File: src/rtl/pipeline_share_arbiter.sv
// pipeline_share_arbiter: round-robin front end sharing one fixed-latency,
// ce-gated pipeline core among NREQ requesters, with a tag shadow pipeline.
//
// Ports:
//   clk, arst        clock; synchronous active-high reset
//   req_valid/data   per-requester request (data flattened, DATA_WIDTH each)
//   req_ready        one-hot grant, only asserted with req_valid
//   hold             global stall of the core and the tag shadow
//   drain_req        stop granting and let in-flight work complete
//   pipe_ce          core clock enable
//   pipe_data_in     data to the core (granted request, else 0)
//   pipe_data_o      data from the core
//   rsp_valid        one-hot response strobe to the issuing requester
//   rsp_data         response data (pipe_data_o)
//   busy             any tag in flight
//   drained          one-cycle pulse when a drain completes
//
// Optional build macro PIPE_ARB_STATS_EN adds per-requester saturating
// grant counters read through stat_sel/stat_cnt and cleared by stat_clr.

module pipeline_share_arbiter #(
    parameter  int DATA_WIDTH = 32,
    parameter  int PSTAGE     = 3,
    parameter  int NREQ       = 4,
    localparam int IW         = (NREQ > 1) ? $clog2(NREQ) : 1
) (
    input  logic                       clk,
    input  logic                       arst,
    input  logic [NREQ-1:0]            req_valid,
    input  logic [NREQ*DATA_WIDTH-1:0] req_data,
    output logic [NREQ-1:0]            req_ready,
    input  logic                       hold,
    input  logic                       drain_req,
    output logic                       pipe_ce,
    output logic [DATA_WIDTH-1:0]      pipe_data_in,
    input  logic [DATA_WIDTH-1:0]      pipe_data_o,
    output logic [NREQ-1:0]            rsp_valid,
    output logic [DATA_WIDTH-1:0]      rsp_data,
    output logic                       busy,
`ifdef PIPE_ARB_STATS_EN
    input  logic [IW-1:0]              stat_sel,
    input  logic                       stat_clr,
    output logic [15:0]                stat_cnt,
`endif
    output logic                       drained
);

    typedef enum logic [1:0] {
        S_IDLE,
        S_RUN,
        S_DRAIN
    } state_t;

    state_t          r_state;
    state_t          w_state_nxt;
    logic [IW-1:0]   r_ptr;
    logic [PSTAGE-1:0] r_vld;
    logic [IW-1:0]   r_idx [PSTAGE];
    logic            r_drain_q;

    logic            w_ce;
    logic            w_grant_en;
    logic            w_xfer;
    logic [IW-1:0]   w_gidx;
    logic [IW:0]     w_sum;
    logic            w_busy;
    logic            w_drained;

    // ------------------------------------------------------------
    // Core enable and grant qualification
    // ------------------------------------------------------------
    assign w_ce = ~hold & ~arst;

    // Drain blocks new work; a drain request still high after the
    // drain completed keeps the idle arbiter closed.
    assign w_grant_en = w_ce
                      && (r_state != S_DRAIN)
                      && !((r_state == S_IDLE) && drain_req);

    // ------------------------------------------------------------
    // Round-robin pick: first valid at or after r_ptr, cyclically
    // ------------------------------------------------------------
    always_comb begin
        w_xfer = 1'b0;
        w_gidx = '0;
        w_sum  = '0;
        for (int k = 0; k < NREQ; k++) begin
            w_sum = {1'b0, r_ptr} + (IW+1)'(k);
            if (w_sum >= (IW+1)'(NREQ)) begin
                w_sum = w_sum - (IW+1)'(NREQ);
            end
            if (!w_xfer && w_grant_en && req_valid[w_sum[IW-1:0]]) begin
                w_xfer = 1'b1;
                w_gidx = w_sum[IW-1:0];
            end
        end
    end

    always_comb begin
        req_ready    = '0;
        pipe_data_in = '0;
        if (w_xfer) begin
            req_ready[w_gidx] = 1'b1;
            pipe_data_in = req_data[int'(w_gidx)*DATA_WIDTH +: DATA_WIDTH];
        end
    end

    assign pipe_ce = w_ce;

    // ------------------------------------------------------------
    // Pointer and tag shadow (moves in lockstep with the core)
    // ------------------------------------------------------------
    always_ff @(posedge clk) begin
        if (arst) begin
            r_ptr <= '0;
            r_vld <= '0;
            for (int i = 0; i < PSTAGE; i++) begin
                r_idx[i] <= '0;
            end
        end else begin
            if (w_xfer) begin
                r_ptr <= (w_gidx == IW'(NREQ-1)) ? '0 : w_gidx + 1'b1;
            end
            if (w_ce) begin
                r_vld[0] <= w_xfer;
                r_idx[0] <= w_gidx;
                for (int i = 1; i < PSTAGE; i++) begin
                    r_vld[i] <= r_vld[i-1];
                    r_idx[i] <= r_idx[i-1];
                end
            end
        end
    end

    assign w_busy = |r_vld;
    assign busy   = w_busy & ~arst;

    // The last-stage tag is consumed only on a ce cycle, so a held
    // result is strobed exactly once when the stall lifts.
    always_comb begin
        rsp_valid = '0;
        if (r_vld[PSTAGE-1] && w_ce) begin
            rsp_valid[r_idx[PSTAGE-1]] = 1'b1;
        end
    end

    assign rsp_data = pipe_data_o;

    // ------------------------------------------------------------
    // Control FSM
    // ------------------------------------------------------------
    always_ff @(posedge clk) begin
        if (arst) begin
            r_state   <= S_IDLE;
            r_drain_q <= 1'b0;
        end else begin
            r_state   <= w_state_nxt;
            r_drain_q <= drain_req;
        end
    end

    always_comb begin
        w_state_nxt = r_state;
        w_drained   = 1'b0;
        unique case (r_state)
            S_IDLE: begin
                if (w_xfer) begin
                    w_state_nxt = S_RUN;
                end else if (drain_req && !r_drain_q) begin
                    // Nothing in flight: acknowledge a fresh drain now.
                    w_drained = 1'b1;
                end
            end
            S_RUN: begin
                if (drain_req) begin
                    w_state_nxt = S_DRAIN;
                end else if (!w_busy && !w_xfer) begin
                    w_state_nxt = S_IDLE;
                end
            end
            S_DRAIN: begin
                if (!w_busy) begin
                    w_state_nxt = S_IDLE;
                    w_drained   = 1'b1;
                end
            end
            default: begin
                w_state_nxt = S_IDLE;
            end
        endcase
    end

    assign drained = w_drained & ~arst;

`ifdef PIPE_ARB_STATS_EN
    // ------------------------------------------------------------
    // Grant statistics
    // ------------------------------------------------------------
    logic [15:0] r_cnt [NREQ];
    logic [15:0] r_stat_cnt;

    always_ff @(posedge clk) begin
        if (arst || stat_clr) begin
            for (int i = 0; i < NREQ; i++) begin
                r_cnt[i] <= '0;
            end
        end else if (w_xfer && (r_cnt[w_gidx] != 16'hFFFF)) begin
            r_cnt[w_gidx] <= r_cnt[w_gidx] + 16'd1;
        end
    end

    always_ff @(posedge clk) begin
        if (arst) begin
            r_stat_cnt <= '0;
        end else begin
            r_stat_cnt <= r_cnt[stat_sel];
        end
    end

    assign stat_cnt = r_stat_cnt;
`endif

endmodule

File: config.mk
export PLATFORM = sky130hd
export DESIGN_NAME = pipeline_share_arbiter
export DESIGN_NICKNAME = d
export VERILOG_FILES = /design/src/rtl/pipeline_share_arbiter.sv
export SDC_FILE = /design/constraint.sdc
export NUM_CORES = 1
export LEC_CHECK = 0
export ABC_CLOCK_PERIOD_IN_PS = 2200
export BUFFER_PORTS_ARGS = -buffer_cell sky130_fd_sc_hd__buf_2
export CAP_MARGIN = 5
export CORE_AREA = 4 4 93 95
export DETAILED_ROUTE_END_ITERATION = 8
export DIE_AREA = 0 0 97 99
export GPL_TIMING_DRIVEN = 0
export PLACE_DENSITY = 0.78
export SLEW_MARGIN = 20
export SYNTH_ARGS = -nofsm -noshare
export SYNTH_HDL_FRONTEND = slang
export SYNTH_SLANG_ARGS = --single-unit
File: constraint.sdc
create_clock -name clk -period 2.2 [get_ports clk]
set_input_delay 0.44 -clock clk [delete_from_list [all_inputs] [get_ports clk]]
set_output_delay 0.44 -clock clk [all_outputs]
set_load 0.01 [all_outputs]
After elaboration in Yosys (flattened, before gate mapping)
Memory sizes are Yosys's and may differ from the RTL's.
Cells that the tools add are included.
Operators by class
  bitwise operators: 8
  shift operators: 1
  mux-type cells: 45
  add/sub/neg operators: 8
  eq/ne operators: 7
  order comparisons: 12
  reduce and logical (&&, ||, !) cells: 25
Operator list (number)
  128-bit by 8-bit variable part select with 32-bit output: 1
  2-bit two-way mux: 16
  32-bit two-way mux: 1
  2-bit by 3-bit < comparator with 1-bit output (second input constant): 6
  1-bit two-way mux: 18
  1-bit logical AND: 15
  3-bit >= comparator (second input constant): 3
  1-bit binary-select mux with 2-bit select: 4
  4-bit two-way mux: 2
  2-bit by 1-bit subtractor with 2-bit output (second input constant): 4
  1-bit zero test: 7
  2-bit by 2-bit adder with 3-bit output (second input constant): 2
  2-bit inequality test (second input constant): 3
  2-bit one-hot mux with 3 select lines: 1
  1-bit demux with 2-bit select: 2
  2-bit equality test (second input constant): 2
  2-bit by 1-bit >= comparator with 1-bit output (second input constant): 2
  2-bit by 1-bit adder with 3-bit output (second input constant): 1
  1-bit bitwise AND: 3
  2-bit by 3-bit >= comparator with 1-bit output (second input constant): 1
  3-bit inequality test (second input constant): 1
  1-bit bitwise OR: 3
  3-bit AND reduction: 1
  3-bit OR reduction: 1
  other kinds (5): 6
Storage, ports and cells
  RAM bits: 6
  output and inout bits: 75
  memories: 1
  input port bits: 168
  flip-flop bits (word level): 8
  logic and storage cells: 111
Memories
  r_idx: words 3, width 2, rd ports 3, clocked after memory_dff 0, wr ports 3, line 58  | logic [IW-1:0] r_idx [PSTAGE];

Depth between registers and ports, before layout
Gate-level depths: netlist of run 1.
  depth in word-level cells: 23
  mapped depth: 9
  mapped depth without buffers: 7

Worst setup path before layout of run 1
Ideal clock, no wire load.
  kind: input to output
  from: input port arst
  to: output port req_ready[0]
  required time: 1.760 ns
  buffers on the path: 3
  arrival time: 1.975 ns
  setup slack: -0.215 ns
  stages on the path: 9
  path through: nor2_2 > and2_1 > buf_2 > buf_2 > buf_2 > and3_1 > inv_1 > ha_1 > and2_1
On the way
  word-level cells in the longest chain between the ends: 23
  elaborated cells between the ends (all ways): 28
  classes of those cells: 2 x order compare; 11 x mux; 2 x bitwise; 13 x reduce/logical
Ends and longest elaborated chain
  start: declaration: line 28  | input logic arst,
  1-bit inverter (*): line 72  | assign w_ce = ~hold & ~arst;
  1-bit bitwise AND (*): line 72
  1-bit logical AND (*): line 77  | && (r_state != S_DRAIN)
  1-bit logical AND (*): line 78  | && !((r_state == S_IDLE) && drain_req);
  1-bit logical AND: line 92  | if (!w_xfer && w_grant_en && req_valid[w_sum[IW-1:0]]) begin
  1-bit two-way mux: line 92
  1-bit zero test: line 92
  1-bit logical AND (2 in series): line 92
  [... 6 more ...]
  1-bit logical AND (2 in series): line 92
  2-bit two-way mux (*): line 92
  named net w_gidx[1]: line 64  | logic [IW-1:0] w_gidx;
  2-bit by 3-bit < comparator with 1-bit output (not written as such) / 2-bit by 1-bit >= comparator with 1-bit output (equally long branches): line 103  | req_ready[w_gidx] = 1'b1;
  1-bit logical AND (not written as such): line 103
  1-bit two-way mux (not written as such): line 103
  1-bit demux with 2-bit select (*): line 103
  4-bit two-way mux (*): line 102  | if (w_xfer) begin
  end: declaration: line 31  | output logic [NREQ-1:0] req_ready,
The timed path passes the listed nets; every way through them passes the cells marked *.

Worst setup path after layout of run 1
  from: input port req_valid[3]
  to: output port pipe_data_in[24]
On the way
  word-level cells in the longest chain between the ends: 18
  elaborated cells between the ends (all ways): 28
  classes of those cells: 1 x shift; 17 x mux; 10 x reduce/logical
Ends and longest elaborated chain
  start: declaration: line 29  | input logic [NREQ-1:0] req_valid,
  1-bit binary-select mux with 2-bit select: line 92
  1-bit two-way mux (not written as such): line 92
  1-bit logical AND: line 92
  1-bit two-way mux: line 92
  1-bit zero test: line 92
  1-bit logical AND (2 in series): line 92
  1-bit two-way mux: line 92
  1-bit zero test: line 92
  1-bit logical AND (2 in series): line 92
  1-bit two-way mux: line 92
  1-bit zero test: line 92
  1-bit logical AND (2 in series): line 92
  2-bit two-way mux: line 92
  128-bit by 8-bit variable part select with 32-bit output: line 104  | pipe_data_in = req_data[int'(w_gidx)*DATA_WIDTH +: DATA_WIDTH];
  32-bit two-way mux (*): line 102
  end: declaration: line 35  | output logic [DATA_WIDTH-1:0] pipe_data_in,
Mark *: on every way between the ends. The rest lies on a longest branch, timed or not. The select of a mux whose other input is x is not followed.

==> results.txt, run 1 <==
CP Data Arrival Time: 2.07 ns
Post-synthesis adder-cell area fraction: 1.918%
Fillers: 649
Critical path class: in2out
Max IR drop VDD: 165.7 uV
Register area share after synthesis: 13.05%
Slew @ Worst Pin: 0.4948 ns
Post-synth EDFFs: 6
Total number of vias: 3,960
Vias in the first global route: 3,967
Fin area: 5129 sq um
DRT Pass-1 Iters: 7
Clk pin slew, worst setup/hold paths: 0.06 ns
Compound-Gate Fraction of Synth Area: 15.44%
Syn_nets: 554
Inserted Clock Buffers: 3
Netlist cell types: 36
Antenna Cells: 0
Top Ports: 243
Area of the multi-input gates: 2326 sq um
Max Clock Skew: 0.0004015 ns
Crit-path slowest cell: or4_4
TritonCTS clock tree: built
Post-route DRC violation count: 0
Critical Path RT: 1.76 ns
F_max: 397.9 MHz
Initial antenna violation count: 0
Area Growth Syn to Fin: 96.59%
RSZ-0062 raised after global routing: yes
Pleak: 2.562 nW
H-tree depth: 1
Synth Instances: 382
Post-Route Setup TNS: -9.666 ns
Placed Area: 3842 sq um
Hold Violations, Final: 0
Final WL: 13,690 um
Num Clock Sinks: 14
Critical path's largest stage delay: 0.55 ns
Row Count: 32
Power density cells: 254.7 nW/um^2
CTS Buffer Depth: 2
Setup crit start kind: input pin
Status: complete, but fails checks
Register bit count reported by yosys: 14
# port buffers: 210
GRT Total Usage: 24.77%
Root buf cell: clkbuf_8
Most frequent cells in the layout: 171 x buf_2, 64 x nand4_1, 53 x buf_4, 43 x buf_6, 34 x o21ai_2
Mean Syn Cell Area: 6.829 sq um
Layout Cells excl Fill: 720
Ys async rst share: 0%
Mux contribution to synthesized area: 14.96%
Core area: 7727 sq um
Starting Density: 33.76%
Largest net degree at the start of global routing: 12
Dpl hpwl: 9602 um
Layout cell share with drive strength beyond 1: 70.55%
Yosys warning count: 0
Global-route wire length before repair: 19,490 um
Final Net Count: 791
Post-Synth Simple-Gate Area: 36.16%
Post-Synth XOR/XNOR Area: 0%
Worst Hold Class: reg2reg
Critical Path End Type: output pin
Fin crit share: 114.2%
Most used DFF post-synth: dfxtp_1
Min Tclk post-route: 2.513 ns
Final Max Slew Viols: 0
Routed Antenna Nets: 0
MaxCap Viol Count: 0
Clock Latency Late Sink: 0.25 ns
Failing checks: negative setup slack
Main combinational cell family by area after synthesis: simple AND/OR/NAND/NOR gates
Vias per inst: 5.500
Die Width: 97 um
DR WL/cell: 19.02 um
DR iter-0 viols: 203
GRT Residual Overflow: 0
Mapped Area: 2609 sq um
# setup viols final: 36
Slew Limit Headroom: 67.02%
Area of the die: 9603 sq um
Final worst-path setup slack: -0.3129 ns
Hold slack: 0.4965 ns
Hold_buf cts: 0
Cells along the critical path: buf_8 > or4_4 > and3_4 > buf_6 > nand2_1 > o21ai_2 > mux2_2 > buf_6
Seq. cell area: 350.3 sq um
DIE HEIGHT: 99 um
Crit path top cell by count: buf_6
Placer Congestion: 0.8806
Dpl cells: 694
CP max FO: 7
Most common cell after layout, fill and taps aside: buf_2
==> critical path, delay by kind of cell <==
kind / cells / cell delay [ns]
buffers and inverters: 3 / 0.37
muxes: 1 / 0.27
and+or+nand+nor: 3 / 0.91
AOI/OAI and AO/OA: 1 / 0.06
==> registers in the layout, indices dropped and copies added, names as in the netlist <==
name and count:
r_idx 6, r_ptr 2, r_vld 3, r_state 2, r_drain_q 1
==> per-layer routing <==
metal / GRT usage [%] / wire length (um) / vias up
li1: - / - / 1856
met1: 28.16 / 4978 / 1831
met2: 47.03 / 7293 / 238
met3: 4.388 / 1022 / 35
met4: 7.235 / 399 / 0
met5: 0 / 0 / -
==> final timing paths <==
kind / from / to / slack (ns) / depth (start not counted)
setup / recovery: req_valid[3] / pipe_data_in[24] / -0.31 / 8
hold / removal: r_state[1] / r_state[0] / 0.50 / 1
setup reg to reg: r_ptr[0] / r_ptr[0] / 0.15 / 9
hold reg to reg: r_state[1] / r_state[0] / 0.50 / 1
==> area by class of cell <==
cell class / instances / share of cell area, %
tap: 102 / 2.488
buffer: 73 / 13.15
inverter: 5 / 0.5611
multi-input combinational: 286 / 45.35
timing repair buffer: 236 / 30.74
clock buffer: 4 / 0.8783
sequential: 14 / 6.831
==> cells by family (layout without fill, tap and decap cells) <==
| group | count (synthesis) | count (layout) |
|---|---|---|
| fa+ha+maj | 4 | 4 |
| simple gates | 171 | 171 |
| flops | 14 | 14 |
| buf+inv | 82 | 318 |
| compound gates | 76 | 76 |
| mux | 35 | 35 |
==> power breakdown <==
part | internal [mW] | leakage, nW | total [mW] | switching [mW]
logic | 0.412 | 2.41 | 0.798 | 0.386
clock network | 0.128 | 0.0228 | 0.218 | 0.0900
registers | 0.282 | 0.134 | 0.290 | 0.00784
==> per-stage QoR <==
step	total power, mW	util, %	worst slack [ns]
global placement	0.8386	49.72	-0.5919
detailed placement	0.8498	49.72	-0.6139
floorplan	0.5923	-	-0.1296
global route	1.374	66.37	-0.3400
CTS	1.235	61.88	-0.2929
finish	1.306	66.37	-0.3129
==> Yosys cell counts, drive strengths merged (4+ instances only) <==
master,count,area share (%)
dfxtp,8,6.1
mux2,32,14
nand4,64,15
and2,10,2.5
inv,5,0.72
clkbuf,32,4.6
nand3,33,6.3
nor2,8,1.2
nor3,4,0.77
edfxtp,6,6.9
buf,45,13
o21ai,65,12
ha,4,1.9
and3,5,1.4
nand2,34,4.9
nor2b,4,0.96
a21oi,4,0.77
==> timing repair <==
action	in CTS	in global routing
pin swaps	33	28
endpoints found under the hold margin	0	0
setup endpoints to repair	36	36
cloned	6	0
gates resized for setup	223	120
setup buffers	16	4
Power figures use the tool's default switching activity.
==> run 2, diff against run 1 <==
--- a/config.mk
+++ b/config.mk
@@ -13,6 +13,7 @@
 export DIE_AREA = 0 0 97 99
 export GPL_TIMING_DRIVEN = 0
 export PLACE_DENSITY = 0.78
+export RECOVER_POWER = 50
 export SLEW_MARGIN = 20
 export SYNTH_ARGS = -nofsm -noshare
 export SYNTH_HDL_FRONTEND = slang
==> results.txt, run 2 (same netlist as run 1, synthesis figures left out) <==
Worst hold start: r_state[1]
Pre-CTS setup slack: -0.6139 ns
Row Count: 32
Final Max Slew Viols: 0
CP max FO: 7
Slew @ Worst Pin: 0.4862 ns
Final worst-path setup slack: -0.3091 ns
Global-route wire length before repair: 19,490 um
Largest net degree at the start of global routing: 12
Root buf cell: clkbuf_8
Power density cells: 255.1 nW/um^2
F_max: 398.6 MHz
Sequential share of power: 22.3%
Starting Density: 33.76%
Final Net Count: 791
Critical path class: in2out
Dpl cells: 694
Failing checks: negative setup slack
Area of the die: 9603 sq um
Num Clock Sinks: 14
Finished Core Util: 65.92%
GRT Residual Overflow: 0
Vias per inst: 5.551
Post-Route Setup TNS: -9.603 ns
Post-route DRC violation count: 0
DR WL/cell: 19.05 um
CP Data Arrival Time: 2.07 ns
Vias in the first global route: 3,967
DIE HEIGHT: 99 um
Layout Cells excl Fill: 720
Slew Limit Headroom: 67.58%
DRT Pass-1 Iters: 7
Top flop regs: r_idx: 6 flops, r_vld: 3 flops
Placer Congestion: 0.8806
Cells along the critical path: buf_8 > or4_4 > and3_4 > buf_6 > nand2_1 > o21ai_2 > mux2_2 > buf_6
TritonCTS clock tree: built
Crit-path slowest cell: or4_4
P_sw: 0.4834 mW
Power Internal: 0.8160 mW
Inserted Clock Buffers: 3
Status: complete, but fails checks
Antenna Cells: 0
Top Ports: 243
Dpl hpwl: 9602 um
Critical path origin: req_valid[3]
Die Width: 97 um
Pleak: 2.499 nW
GRT Total Usage: 24.77%
Critical Path End Type: output pin
Combinational Power Share: 61.0%
Most common cell after layout, fill and taps aside: buf_2
Routed Antenna Nets: 0
Min Tclk post-route: 2.509 ns
Final WL: 13,720 um
Total Power: 1.299 mW
Fin crit share: 114.0%
Layout cell share with drive strength beyond 1: 66.83%
Hold Violations, Final: 0
# setup viols final: 36
MaxCap Viol Count: 0
Clock Latency Late Sink: 0.25 ns
Setup crit start kind: input pin
Crit path buf inv count: 3
Hold_buf cts: 0
Max IR drop VDD: 165.7 uV
Most frequent cells in the layout: 149 x buf_2, 64 x nand4_1, 53 x buf_4, 43 x buf_6, 34 x o21ai_2
Largest register FFs: 6
Max Clock Skew: 0.001879 ns
Worst Hold Class: reg2reg
Clock Power Share: 16.7%
Clk pin slew, worst setup/hold paths: 0.05 ns
Crit path top cell by count: buf_6
Area Growth Syn to Fin: 95.25%
Total number of vias: 3,997
RSZ-0062 raised after global routing: yes
Critical Path RT: 1.76 ns
Critical path's largest stage delay: 0.55 ns
Switching share of power: 37.20%
Core area: 7727 sq um
# port buffers: 210
DR iter-0 viols: 201
Initial antenna violation count: 0
H-tree depth: 1
CP top delay family: simple AND/OR/NAND/NOR gates
Reg2Reg Launch Point: r_ptr[0]
Largest reg by FF count: r_idx
CTS Buffer Depth: 2
## run 2: layout make-up
cell class / count / area, sq um
plain buffers: 73 / 674.4
clock buffers: 4 / 45.04
fillers: 669 / 2634
inverters: 5 / 28.78
multi-input cells: 286 / 2318
flip-flops and latches: 14 / 350.3
well taps: 102 / 127.6
repair buffers: 236 / 1549
## run 2: repair_timing
item                                   CTS  global route
buffers inserted                        16             4
gates resized for setup                223           120
endpoints found under the hold margin    0             0
cloned                                   6             0
setup endpoints to repair               36            36
pin swaps                               33            28
## run 2: stage by stage
stage / hold WS [ns] / area (sq um)
final: 0.4960 / 5094
after global routing: 0.5127 / 5094
after CTS: 0.4929 / 4782
after detailed placement: 0.5088 / 3842
after global placement: 0.4733 / 3842
after floorplan: 0.4590 / 2664
## run 2: per-layer routing
layer / wire [um] / vias to the layer above / part of all wire [%] / track usage (%)
met2: 7278 / 244 / 53 / 47.03
met3: 1013 / 43 / 7.4 / 4.388
li1: - / 1859 / - / -
met4: 434 / 0 / 3.2 / 7.235
met1: 4990 / 1851 / 36 / 28.16
met5: 0 / - / 0 / 0
## run 2: final timing paths
path	endpoint	slack [ns]	cells past startpoint
max	pipe_data_in[24]	-0.31	8
min	r_state[0]	0.50	1
max reg2reg	r_ptr[0]	0.15	9
min reg2reg	r_state[0]	0.50	1
## run 2: power groups by stage
stage               logic, mW  registers [mW]  clock network [mW]
floorplan               0.298           0.294                   0
global placement        0.543           0.296                   0
detailed placement      0.553           0.297                   0
CTS                     0.725           0.290               0.220
global route            0.842           0.291               0.235
finish                  0.792           0.290               0.217
## run 2: worst register-to-register path: stages, from the launching register on
cell and delay [ns]:
dfxtp_2 0.37, inv_2 0.05, a221o_1 0.40, buf_8 0.18, clkbuf_16 0.15, and3_4 0.18
ha_4 0.16, and2_4 0.14, buf_4 0.13, nor4_2 0.20
==> run 3, diff against run 2 <==
--- a/config.mk
+++ b/config.mk
@@ -5,12 +5,13 @@
 export SDC_FILE = /design/constraint.sdc
 export NUM_CORES = 1
 export LEC_CHECK = 0
+export ABC_AREA = 1
 export ABC_CLOCK_PERIOD_IN_PS = 2200
 export BUFFER_PORTS_ARGS = -buffer_cell sky130_fd_sc_hd__buf_2
 export CAP_MARGIN = 5
-export CORE_AREA = 4 4 93 95
+export CORE_AREA = 4 4 94 96
 export DETAILED_ROUTE_END_ITERATION = 8
-export DIE_AREA = 0 0 97 99
+export DIE_AREA = 0 0 98 100
 export GPL_TIMING_DRIVEN = 0
 export PLACE_DENSITY = 0.78
 export RECOVER_POWER = 50
==> results.txt, run 3 <==
Clock Latency Late Sink: 0.25 ns
CP max FO: 8
Vias in the first global route: 3,861
DR WL/cell: 14.34 um
DIE HEIGHT: 100 um
Power density cells: 461.6 nW/um^2
CTS Buffer Depth: 2
Global-route wire length before repair: 17,420 um
Largest net degree at the start of global routing: 12
Critical Path End Type: output pin
F_max: 362.3 MHz
Largest reg by FF count: r_idx
Top Ports: 243
Cells along the critical path: inv_8 > nand2_2 > nand2_2 > nand2_4 > nand2_8 > nand4_1 > o211ai_4 > buf_12 > buf_8 > nand3_1 > nand2_1 > nand2_1 > a21oi_2 > buf_2
Max IR drop VDD: 205.9 uV
MaxCap Viol Count: 0
Hold slack: 0.4134 ns
Root buf cell: clkbuf_8
Critical Path RT: 1.76 ns
Slew @ Worst Pin: 0.4255 ns
Top cells by count, synth: 231 x nand2_1, 71 x nand3_1, 47 x buf_4
Total number of vias: 4,103
Top flop regs: r_idx: 6 flops, r_vld: 3 flops
Post-route DRC violation count: 0
Placer Congestion: 0.8702
Syn_nets: 674
Mean Syn Cell Area: 5.404 sq um
Setup crit start kind: register
Fin area: 5034 sq um
Area contributors post-synth: nand2_1 32%, nand3_1 13%, buf_4 13%, edfxtp_1 6.6%, a21oi_1 6.5%
Routed Antenna Nets: 0
Max Clock Skew: 0.002425 ns
Core area: 8051 sq um
# port buffers: 210
Die Width: 98 um
Critical path's largest stage delay: 0.39 ns
DR iter-0 viols: 159
# setup viols final: 37
Final Net Count: 921
Count leader, synth: nand2_1
Mapped Area: 2713 sq um
Area of the die: 9800 sq um
Post-synth EDFFs: 6
Slew Limit Headroom: 71.53%
DRT Pass-1 Iters: 7
Antenna Cells: 0
Inserted Clock Buffers: 3
Failing checks: negative setup slack
Most common cell after layout, fill and taps aside: nand2_1
Area of the multi-input gates: 2208 sq um
Critical path class: reg2out
GRT Residual Overflow: 0
Starting Density: 33.69%
Fillers: 729
Hold_buf cts: 0
Register bit count reported by yosys: 14
Pleak: 2.757 nW
GRT Total Usage: 21.16%
Row Count: 33
Layout cell share with drive strength beyond 1: 54.14%
Yosys top cell area share: 31.96%
H-tree depth: 1
Netlist cell types: 30
Ys async rst share: 0%
Largest register FFs: 6
Placed Area: 4130 sq um
TritonCTS clock tree: built
Fin crit share: 125.5%
Register area share after synthesis: 12.55%
Initial antenna violation count: 0
Min Tclk post-route: 2.760 ns
Worst Hold Class: in2reg
Dpl hpwl: 9113 um
Hold Violations, Final: 0
Status: complete, but fails checks
Final WL: 12,230 um
Clk pin slew, worst setup/hold paths: 0.05 ns
Synth Instances: 502
Final worst-path setup slack: -0.5601 ns
Yosys top cell by area: nand2_1
Most used DFF post-synth: dfxtp_1
CP Data Arrival Time: 2.32 ns
Area Growth Syn to Fin: 85.56%
Seq. cell area: 352.8 sq um
Yosys warning count: 0
Crit-path slowest cell: dfxtp_4
Post-Route Setup TNS: -18.37 ns
Vias per inst: 4.810
Total Power: 2.323 mW
Num Clock Sinks: 14
RSZ-0062 raised after global routing: yes
Most frequent cells in the layout: 200 x nand2_1, 191 x buf_2, 62 x nand3_1, 56 x buf_4, 32 x a21oi_2
Final Max Slew Viols: 0
-- run 3: cell types whose count changed in the layout (fill, tap and decap cells not counted), moves of 31 or more --
cell | previous run | this run
a21oi_2 | 0 | 32
nand4_1 | 64 | 1
nand2_1 | 3 | 200
buf_2 | 149 | 191
mux2_4 | 31 | 0
o21ai_2 | 34 | 1
-- run 3: per-layer routing --
| metal | part of all wire, % | wire length (um) | vias up | track usage, % |
|---|---|---|---|---|
| li1 | - | - | 2055 | - |
| met1 | 36 | 4428 | 1837 | 23.51 |
| met2 | 55 | 6696 | 181 | 41.31 |
| met3 | 6.3 | 774 | 30 | 2.780 |
| met4 | 2.7 | 328 | 0 | 6.816 |
| met5 | 0 | 0 | - | 0 |
-- run 3: worst paths after layout --
kind,startpoint,end,slack [ns],cells after the start
max reg2reg,r_state[1],r_ptr[0],-0.10,17
max,r_ptr[0],pipe_data_in[19],-0.56,14
min reg2reg,r_vld[0],r_vld[1],0.50,2
min,arst,r_state[1],0.41,2
-- run 3: kinds of logic (layout without fill, tap and decap cells) --
family                   count (synthesis)  after routing  share of synthesized area [%]
AO/OA/AOI/OAI                           49             49                          9.779
adder cells (fa/ha/maj)                  4              4                          1.845
AND/OR/NAND/NOR                        337            337                          52.58
buffers and inverters                   98            344                          23.25
flip-flops                              14             14                          12.55
-- run 3: report_power, final --
group	leakage [nW]	switching (mW)	total, mW	internal, mW
combinational	2.60	0.949	1.78	0.831
sequential	0.135	0.0278	0.328	0.301
clock	0.0231	0.0919	0.216	0.124
-- run 3: timing repair --
action | in CTS | in global routing
cloned | 2 | 9
resized for setup | 49 | 88
pin swaps | 12 | 54
setup buffers | 10 | 12
setup endpoints to repair | 38 | 38
-- run 3: through the flow --
stage | setup WS (ns) | instances | utilization [%]
after floorplan | -0.05702 | 502 | -
after global placement | -0.4970 | 817 | 51.30
after detailed placement | -0.5300 | 817 | 51.30
after CTS | -0.5069 | 833 | 55.07
after global routing | -0.7193 | 853 | 62.52
final | -0.5601 | 853 | 62.52
-- run 3: layout make-up --
cell class              count  share of cell area [%]
plain buffers              63                   12.80
inverters                  34                   3.405
repair buffers            243                   29.41
clock buffers               3                  0.8203
multi-input cells         390                   43.87
flip-flops and latches     14                   7.010
clock inverters             1                 0.07457
well taps                 105                   2.610
-- run 3: critical path, delay by kind of cell (launching register included) --
| kind | cells | cell delay [ns] |
|---|---|---|
| DFF | 1 | 0.39 |
| AOI/OAI and AO/OA | 2 | 0.36 |
| buffers and inverters | 4 | 0.59 |
| and+or+nand+nor | 8 | 0.72 |
